<file path="config.mk">
export PLATFORM = sky130hd
export DESIGN_NAME = systolic_writeback
export DESIGN_NICKNAME = d
export VERILOG_FILES = /design/src/rtl/systolic_writeback.sv
export SDC_FILE = /design/constraint.sdc
export NUM_CORES = 1
export LEC_CHECK = 0
export ABC_AREA = 1
export CAP_MARGIN = 30
export CORE_AREA = 2 2 159 161
export CTS_CLUSTER_SIZE = 28
export DETAILED_ROUTE_END_ITERATION = 8
export DIE_AREA = 0 0 161 163
export PLACE_DENSITY = 0.54
export SLEW_MARGIN = 20
export SYNTH_ARGS = -nofsm -noshare
export SYNTH_HDL_FRONTEND = slang
export SYNTH_SLANG_ARGS = --single-unit
</file>
<file path="constraint.sdc">
create_clock -name clk -period 1.73 [get_ports clk]
set_input_delay 0.173 -clock clk [delete_from_list [all_inputs] [get_ports clk]]
set_output_delay 0.173 -clock clk [all_outputs]
set_load 0.01 [all_outputs]
</file>
<file path="src/rtl/systolic_writeback.sv">
// rtl/systolic_writeback.sv - drains systolic array result rows into the output SRAM
// Optional clamp-before-truncate conversion enabled with WB_SATURATE_EN.
module systolic_writeback #(
  parameter int datawith   = 16,
  parameter int array_size = 8
) (
  input  logic                             clk,
  input  logic                             rst,
  input  logic                             write_start,
  input  logic [5:0]                       matrix_index,
  input  logic                             row_valid,
  input  logic [array_size*2*datawith-1:0] row_data,
  output logic                             row_ready,
  output logic                             sram_write_enable,
  output logic [6:0]                       sram_waddr,
  output logic [array_size*datawith-1:0]   sram_wdata,
  output logic                             write_busy,
  output logic                             write_done
);

  localparam int AW = 2 * datawith;
  localparam int CW = $clog2(array_size) + 1;
  localparam logic [CW-1:0] LAST_ROW = CW'(array_size - 1);

  typedef enum logic [1:0] {IDLE, RECV, FLUSH, DONE} state_t;

  state_t                         state_q, state_d;
  logic [CW-1:0]                  row_cnt_q, row_cnt_d;
  logic [5:0]                     base_q, base_d;
  logic                           row_ready_q, row_ready_d;
  logic                           we_q, we_d;
  logic [6:0]                     waddr_q, waddr_d;
  logic [array_size*datawith-1:0] wdata_q, wdata_d;
  logic                           busy_q, busy_d;
  logic                           done_q, done_d;
  logic [array_size*datawith-1:0] conv_row;

`ifdef WB_SATURATE_EN
  logic [datawith:0] sat_hi;

  // A lane fits iff its top datawith+1 bits are all equal (pure sign extension).
  always_comb begin
    conv_row = '0;
    sat_hi   = '0;
    for (int i = 0; i < array_size; i++) begin
      sat_hi = row_data[i*AW+datawith-1 +: datawith+1];
      if (sat_hi == '0 || sat_hi == '1)
        conv_row[i*datawith +: datawith] = row_data[i*AW +: datawith];
      else if (row_data[i*AW+AW-1])
        conv_row[i*datawith +: datawith] = {1'b1, {(datawith-1){1'b0}}};
      else
        conv_row[i*datawith +: datawith] = {1'b0, {(datawith-1){1'b1}}};
    end
  end
`else
  logic unused_acc_hi;

  always_comb begin
    conv_row      = '0;
    unused_acc_hi = 1'b0;
    for (int i = 0; i < array_size; i++) begin
      conv_row[i*datawith +: datawith] = row_data[i*AW +: datawith];
      unused_acc_hi = unused_acc_hi ^ (^row_data[i*AW+datawith +: datawith]);
    end
  end
`endif

  always_comb begin
    state_d     = state_q;
    row_cnt_d   = row_cnt_q;
    base_d      = base_q;
    row_ready_d = row_ready_q;
    we_d        = 1'b0;
    waddr_d     = waddr_q;
    wdata_d     = wdata_q;
    busy_d      = busy_q;
    done_d      = 1'b0;
    case (state_q)
      IDLE: begin
        if (write_start) begin
          state_d     = RECV;
          base_d      = matrix_index;
          row_cnt_d   = '0;
          row_ready_d = 1'b1;
          busy_d      = 1'b1;
        end
      end
      RECV: begin
        if (row_valid && row_ready_q) begin
          we_d      = 1'b1;
          waddr_d   = {1'b0, base_q} + 7'(row_cnt_q);
          wdata_d   = conv_row;
          row_cnt_d = row_cnt_q + 1'b1;
          if (row_cnt_q == LAST_ROW) begin
            state_d     = FLUSH;
            row_ready_d = 1'b0;
          end
        end
      end
      FLUSH: begin
        state_d = DONE;
        done_d  = 1'b1;
        busy_d  = 1'b0;
      end
      default: begin
        state_d = IDLE;
      end
    endcase
  end

  always_ff @(posedge clk) begin
    if (!rst) begin
      state_q     <= IDLE;
      row_cnt_q   <= '0;
      base_q      <= '0;
      row_ready_q <= 1'b0;
      we_q        <= 1'b0;
      waddr_q     <= '0;
      wdata_q     <= '0;
      busy_q      <= 1'b0;
      done_q      <= 1'b0;
    end else begin
      state_q     <= state_d;
      row_cnt_q   <= row_cnt_d;
      base_q      <= base_d;
      row_ready_q <= row_ready_d;
      we_q        <= we_d;
      waddr_q     <= waddr_d;
      wdata_q     <= wdata_d;
      busy_q      <= busy_d;
      done_q      <= done_d;
    end
  end

  assign row_ready         = row_ready_q;
  assign sram_write_enable = we_q;
  assign sram_waddr        = waddr_q;
  assign sram_wdata        = wdata_q;
  assign write_busy        = busy_q;
  assign write_done        = done_q;

endmodule

</file>
* After elaboration in Yosys (flattened, before gate mapping)
Index checks and enable logic that the tools add are counted.
** Storage, ports and cells
- Bits in registers :: 151
- Input bits :: 266
- Output and inout port bits :: 139
** Cells by class
- Add/sub/neg operators :: 2
- Equality and inequality tests :: 6
- Muxes and demuxes :: 14
- Reduce and logical (&&, ||, !) cells :: 11
** Operators by type and width (count)
- 4-bit 2-to-1 mux :: 2
- 4-bit one-hot mux with 2 select lines :: 1
- 2-bit AND reduction :: 4
- 6-bit by 4-bit adder with 7-bit output :: 1
- 2-bit 2-to-1 mux :: 3
- 2-bit inequality test, second input constant :: 3
- 2-bit one-hot mux with 3 select lines :: 1
- 3-bit AND reduction :: 2
- 1-bit 2-to-1 mux :: 5
- 4-bit by 1-bit adder with 4-bit output, second input constant :: 1
- 4-bit by 3-bit == test with 1-bit output, second input constant :: 1
- 1-bit one-hot mux with 2 select lines :: 2
- 4-bit AND reduction :: 1
- 2-bit nonzero test :: 2
- 2-bit by 1-bit == test with 1-bit output, second input constant :: 1
- 2-bit == test, second input constant :: 1
- 2-bit logical NOT :: 1
- 1-bit logical AND :: 1

* Longest topological paths before layout
Gate-level depths: netlist (run 1).
- Depth after elaboration :: 4
- Gate-level depth with buffers :: 10

* Worst setup path before layout (run 1)
No wires, ideal clock.
- Kind :: register to register
- Start :: register row_cnt_q[0]
- End :: register waddr_q[4] (netlist: sram_waddr[4])
- Library setup time :: 0.109 ns
- Arrival time :: 1.302 ns
- Required time :: 1.621 ns
- Path slack :: 0.319 ns
- Stages on the path, launching flop included :: 10
- Period minus slack after synthesis :: 1.411 ns
- Cells stage by stage :: dfxtp_1 ha_1 inv_1 fa_1 inv_1 nand3_1 nand3_1 nand3_1 nand2_1 inv_1
** Between the ends
- Cells in the longest elaborated chain, start to end :: 1
** Ends and longest elaborated chain
- start: declaration :: RTL line 28 : logic [CW-1:0] row_cnt_q, row_cnt_d;
- start signal: assignment :: RTL line 124 : row_cnt_q <= row_cnt_d;
- 6-bit by 4-bit adder with 7-bit output :: RTL line 91 : waddr_d = {1'b0, base_q} + 7'(row_cnt_q);
- end signal: assignment :: RTL line 128 : waddr_q <= waddr_d;
- end: declaration :: RTL line 32 : logic [6:0] waddr_q, waddr_d;
Every way passes these cells.
A chain may end at the register's enable or synchronous reset.

* Final worst setup path (run 1)
- Start :: register state_q[1]
- End :: register waddr_q[1] (netlist: sram_waddr[1])
** Between the ends
- Cells in the longest elaborated chain, start to end :: 2
** Ends and longest elaborated chain
- start: declaration :: RTL line 27 : state_t state_q, state_d;
- start signal: assignment :: RTL line 123 : state_q <= state_d;
- 2-bit by 1-bit == test with 1-bit output :: RTL line 78 : case (state_q)
- 2-bit AND reduction (no source line)
Every way passes these cells.

==> results of run 1 <==
==> how the worst max path moves through the flow <==
stage                 start  cells after the start              end  slack (ns)
2_1_floorplan  row_cnt_q[0]                      9    sram_waddr[4]        0.32
3_3_place_gp      row_valid                      7    sram_waddr[1]        0.11
3_5_place_dp      row_valid                      7    sram_waddr[1]        0.09
4_1_cts          state_q[1]                      8    sram_waddr[1]        0.13
5_1_grt          state_q[1]                      8  sram_wdata[104]       0.002
6_report         state_q[1]                      8    sram_waddr[1]        0.14
==> per-layer routing <==
layer  global-route usage [%]  vias to the layer above  routed length (um)
met3                     5.47                       12                1620
li1                         -                     2841                   -
met5                        0                        -                   0
met2                     20.6                      191                7910
met1                     17.0                     2409                8150
met4                     3.65                        0                 221
==> logic make-up after synthesis <==
kind of cell    after synthesis
fa+ha+maj                    10
xor+xnor                      1
flops                       151
compound gates              155
buf+inv                      74
simple gates                333
==> cell type report <==
type	instances	area (um^2)
well taps	330	413
fillers	2550	15300
inverters	29	114
clock buffers	18	439
multi-input cells	499	2230
clock inverters	14	165
repair buffers	294	3020
flip-flops and latches	151	3020
==> sequential cells by signal, summed over array words and instances, names as in the netlist <==
name and cells:
write_busy 1, row_cnt_q 4, sram_waddr 7, base_q 6
sram_write_enable 1, state_q 2, sram_wdata 128, write_done 1
row_ready 1
==> synthesized netlist by cell type (4+ instances only) <==
| cell type | n |
|---|---|
| a21oi_1 | 141 |
| buf_2 | 11 |
| buf_6 | 11 |
| clkbuf_1 | 19 |
| dfxtp_1 | 151 |
| ha_1 | 9 |
| inv_1 | 27 |
| nand2_1 | 295 |
| nand3_1 | 12 |
| nand4_1 | 4 |
| nor2_1 | 19 |
| o21ai_0 | 9 |
==> power groups by stage <==
stage | Combinational, uW | Clock, uW | Sequential (uW)
after floorplan | 796 | 0 | 3980
after global placement | 1760 | 0 | 3920
after detailed placement | 1760 | 0 | 3930
after CTS | 1770 | 4000 | 3850
after global routing | 1930 | 4170 | 3880
final | 1750 | 3850 | 3850
==> tightest hold or removal path, delay by kind of cell <==
family                 cells  cell delay, ns
buffers and inverters      1            0.39
AND/OR/NAND/NOR            1            0.06
AO/OA/AOI/OAI              1            0.05
==> metrics by stage <==
stage / utilization [%] / cells / hold WS, ns / worst slack (ns) / area [um^2]
2_1_floorplan: - / 724 / 0.316 / 0.319 / 5620
3_3_place_gp: 35.6 / 1303 / 0.450 / 0.105 / 8800
3_5_place_dp: 35.6 / 1303 / 0.454 / 0.0855 / 8800
4_1_cts: 38.1 / 1335 / 0.279 / 0.131 / 9400
5_1_grt: 38.1 / 1335 / 0.291 / 0.00187 / 9400
6_report: 38.1 / 1335 / 0.306 / 0.143 / 9400
==> results.toml, run 1 <==
[worst_setup_path]
crit_path_end_kind = "flop"
critPathLaunchType = "flop"
slowest_stage = "dfxtp_1"
path_delay_family = "buffers and inverters"
worstReg2RegStart = "state_q[1]"
crit_buf_inv = 4
timing.rr.end = "sram_waddr[1]"
cp.arrival_ns = 1.89
path_max_fanout = 21
r2r_cells = 8
cp.required_ns = 2.03
r2r_slack_ns = 0.14
path_cells = "inv_1 > ha_1 > nand3_4 > inv_4 > buf_12 > buf_4 > o21ai_0 > a21oi_1"
crit_type = "reg2reg"
max_stage_delay_ns = 0.35

[power]
comb_power_share_pct = 18.5
power.switching_uw = 2630
netSwitchingFraction_pct = 27.9
p_int_uw = 6810
peakVddDrop_mv = 0.526
power_uw = 9450
pwr-share-clk_pct = 40.7
pwr_density_cell_nw_per_um2 = 1000
power.leakage_uw = 0.00330
power_frac_seq_pct = 40.8

[synthesis]
synth_top_cells_by_area = "dfxtp_1 (54%), nand2_1 (20%), a21oi_1 (13%)"
synth_top_family_by_area = "simple AND/OR/NAND/NOR gates"
synthXorXnorAreaFrac_pct = 0.156
synthMuxAreaShare_pct = 0
ys_types = 23
ys.flop_type = "dfxtp_1"
synth_compound_gate_area_share_pct = 14.0
ys_seq_elements = 151
ys_warn_count = 0
yosysSeqAreaShare_pct = 53.7
yosys.area_share.adder_pct = 2.36
synth_edf_count = 0
netlist_area_um2 = 5620
yosys.area_share.simple_pct = 22.9
synth_fp_nets = 1000
synth_top_cell_area_share_pct = 53.7
syn_inst = 724
yosys.area.top_type = "dfxtp_1"
avgSynthCellArea_um2 = 7.77
synthArstFlopShare_pct = 0

[die]
design.core.area_um2 = 24700
die_h_um = 163
dieArea_um2 = 26200
pin_count = 405
start_util_pct = 22.8
die_x_um = 161
core.rowCount = 58

[run_status]
outcome = "finished, final reports clean"

[timing]
max_slew_margin_pct = 72.0
rsz0062_at_grt = "false"
fin_tns_setup_ns = 0
finalHoldViolations = 0
finalClockSkew_ns = 0.00949
tightest_slew_ns = 0.421
setup_viol = 0
drv_slew = 0
finalCriticalPeriod_ns = 1.59
period_share_pct = 91.7
fmax_mhz = 630

[placement]
port_buffers = 276
dp_hpwl_um = 12300
gp_congestion = 0.740

[drt]
drt_iter0_drc = 295
via_per_inst = 4.08
dr.pass1.iters = 6
vias = 5453
drc = 0
wl_per_cell_um = 13.4
antenna_left = 0
routed_wl_um = 17900

[hold_path]
worstHoldPathCells = 3
hp-start = "row_data[101]"
holdPathEnd = "sram_wdata[53]"
min_path_type = "in2reg"

[cts]
post_cts_buffers = 0
htree_levels = 4
clock-sinks = 151
clockBufferDepth = 2
cts_hold_buf = 0
clock_latency_ns = 0.41
clk_pin_slew_worst_paths_ns = 0.07
tritoncts = "yes"
cts-buffers-inserted = 17
cts_resized = 0
clock-root-buffer = "clkbuf_16"

[global_route]
grt_remaining_overflow = 0
grt_pass1_vias = 5154
grt_antenna_before_repair = 0
grt_usage_pct = 13.3
grt_pass1_wl_um = 27800
grt_max_degree = 80

[run]
cap_violations = 0

[final_layout]
fin_nets = 1268
drive_gt1_share_pct = 5.47
synthToLayoutAreaGrowth_pct = 67.2
layout_common_cells = "nand2_1 (294), clkdlybuf4s50_1 (276), dfxtp_1 (150)"
diodes = 0
mostFrequentLayoutCell = "nand2_1"
(Power assumes the default switching activity.)
==> run 2, diff against run 1 <==
==> constraint.sdc (replaced) <==
create_clock -name clk -period 1.73 [get_ports clk]
set_input_delay 0.4325 -clock clk [delete_from_list [all_inputs] [get_ports clk]]
set_output_delay 0.4325 -clock clk [all_outputs]
set_load 0.01 [all_outputs]
==> results.toml, run 2 (synthesis results as in run 1) <==
[worst_setup_path]
crit_path_end_kind = "flop"
crit_type = "reg2reg"
cp.required_ns = 2.06
path_cells = "ha_1 > inv_1 > fa_1 > inv_1 > nand3_1 > nand2_1 > nand3_1 > a21oi_1"
slowest_stage = "fa_1"
path_delay_family = "adder cells"
crit_buf_inv = 2
r2r_slack_ns = 0.17
critPathLaunchType = "flop"
path_max_fanout = 4
cp.arrival_ns = 1.89
max_stage_delay_ns = 0.40

[timing]
period_share_pct = 90.0
rsz0062_at_grt = "false"
finalCriticalPeriod_ns = 1.56
fmax_mhz = 642
max_slew_margin_pct = 84.5
setup_viol = 0
finalClockSkew_ns = 0.00986
drv_slew = 0
finalHoldViolations = 0
tightest_slew_ns = 0.230

[final_layout]
design_area_um2 = 9490
synthToLayoutAreaGrowth_pct = 68.7
mostFrequentLayoutCell = "nand2_1"
fin_nets = 1291
drive_gt1_share_pct = 7.59
n_fill_cell = 2593
largest_register_ffs = 128
layout_common_cells = "nand2_1 (295), dfxtp_1 (149), a21oi_1 (141)"
diodes = 0

[cts]
clockBufferDepth = 2
clock-root-buffer = "clkbuf_16"
cts-buffers-inserted = 17
htree_levels = 4
cts_hold_buf = 0
clock-sinks = 151
clock_latency_ns = 0.41
tritoncts = "yes"
clk_pin_slew_worst_paths_ns = 0.07

[global_route]
grt_remaining_overflow = 0
grt_pass1_vias = 5383
grt_antenna_before_repair = 0
grt_max_degree = 39
grt_pass1_wl_um = 28200
grt_usage_pct = 13.4

[power]
power.leakage_uw = 0.00421
power_uw = 9380
pwr_density_cell_nw_per_um2 = 989
peakVddDrop_mv = 0.557

[die]
die_x_um = 161
pin_count = 405
start_util_pct = 22.8
dieArea_um2 = 26200
core.rowCount = 58
design.core.area_um2 = 24700
die_h_um = 163

[drt]
via_per_inst = 4.09
drc = 0
antenna_left = 0
dr.pass1.iters = 4
wl_per_cell_um = 13.2
routed_wl_um = 17900
drt_iter0_drc = 257
vias = 5548

[placement]
dp_hpwl_um = 13100
dpl-instance-area_um2 = 9030
gp_congestion = 0.771
port_buffers = 276

[run_status]
outcome = "finished, final reports clean"

[run]
cap_violations = 0

[hold_path]
min_path_type = "reg2reg"
## run 2: timing repair
| item | in CTS | in global routing |
|---|---|---|
| hold endpoints to repair | 0 | 0 |
| setup endpoints to repair | 131 | 9 |
| resized for setup | 132 | 9 |
| gates cloned | 0 | 0 |
| buffers inserted | 0 | 0 |
## run 2: power by group
| part | internal [uW] | switching [uW] |
|---|---|---|
| clock | 2220 | 1560 |
| combinational | 895 | 868 |
| sequential | 3710 | 133 |
| total | 6820 | 2560 |
## run 2: path summary, 6_finish.rpt
path                    to     startpoint  depth (start not counted)
max reg2reg  sram_waddr[6]   row_cnt_q[0]                          8
min reg2reg  sram_wdata[0]  sram_wdata[0]                          2
max          sram_waddr[6]   row_cnt_q[0]                          8
min          sram_wdata[0]  sram_wdata[0]                          2
## run 2: worst reg2reg max path, cell delays in order (launching register included)
cell and delay [ns]:
dfxtp_2 0.35, ha_1 0.18, inv_1 0.06, fa_1 0.40, inv_1 0.07, nand3_1 0.08
nand2_1 0.10, nand3_1 0.09, a21oi_1 0.15
## run 2: per-layer routing
layer	up-vias	GRT usage, %	share of wire, %
li1	2894	-	-
met1	2450	15.8	43
met2	185	22.3	46
met3	19	5.42	9.2
met4	0	4.26	1.6
met5	-	0	0
## run 2: through the flow
| step | util [%] | setup slack (ns) | hold WS (ns) | std cells | TNS (ns) |
|---|---|---|---|---|---|
| 5_1_grt | 38.4 | 0.00702 | 0.475 | 1358 | 0 |
| 2_1_floorplan | - | 0.319 | 0.444 | 724 | 0 |
| 3_3_place_gp | 36.6 | -0.146 | 0.449 | 1326 | -6.05 |
| 3_5_place_dp | 36.6 | -0.157 | 0.454 | 1326 | -7.29 |
| 6_report | 38.4 | 0.172 | 0.458 | 1358 | 0 |
| 4_1_cts | 38.4 | 0.000212 | 0.461 | 1358 | 0 |
## run 2: cell type report
type                       instances  area, um^2  share of cell area (%)
clock buffer                      19         453                    4.77
sequential                       151        3030                    31.9
multi-input combinational        499        2220                    23.4
timing repair buffer             317        3110                    32.8
inverter                          29         114                    1.20
clock inverter                    13         144                    1.52
tap                              330         413                    4.35
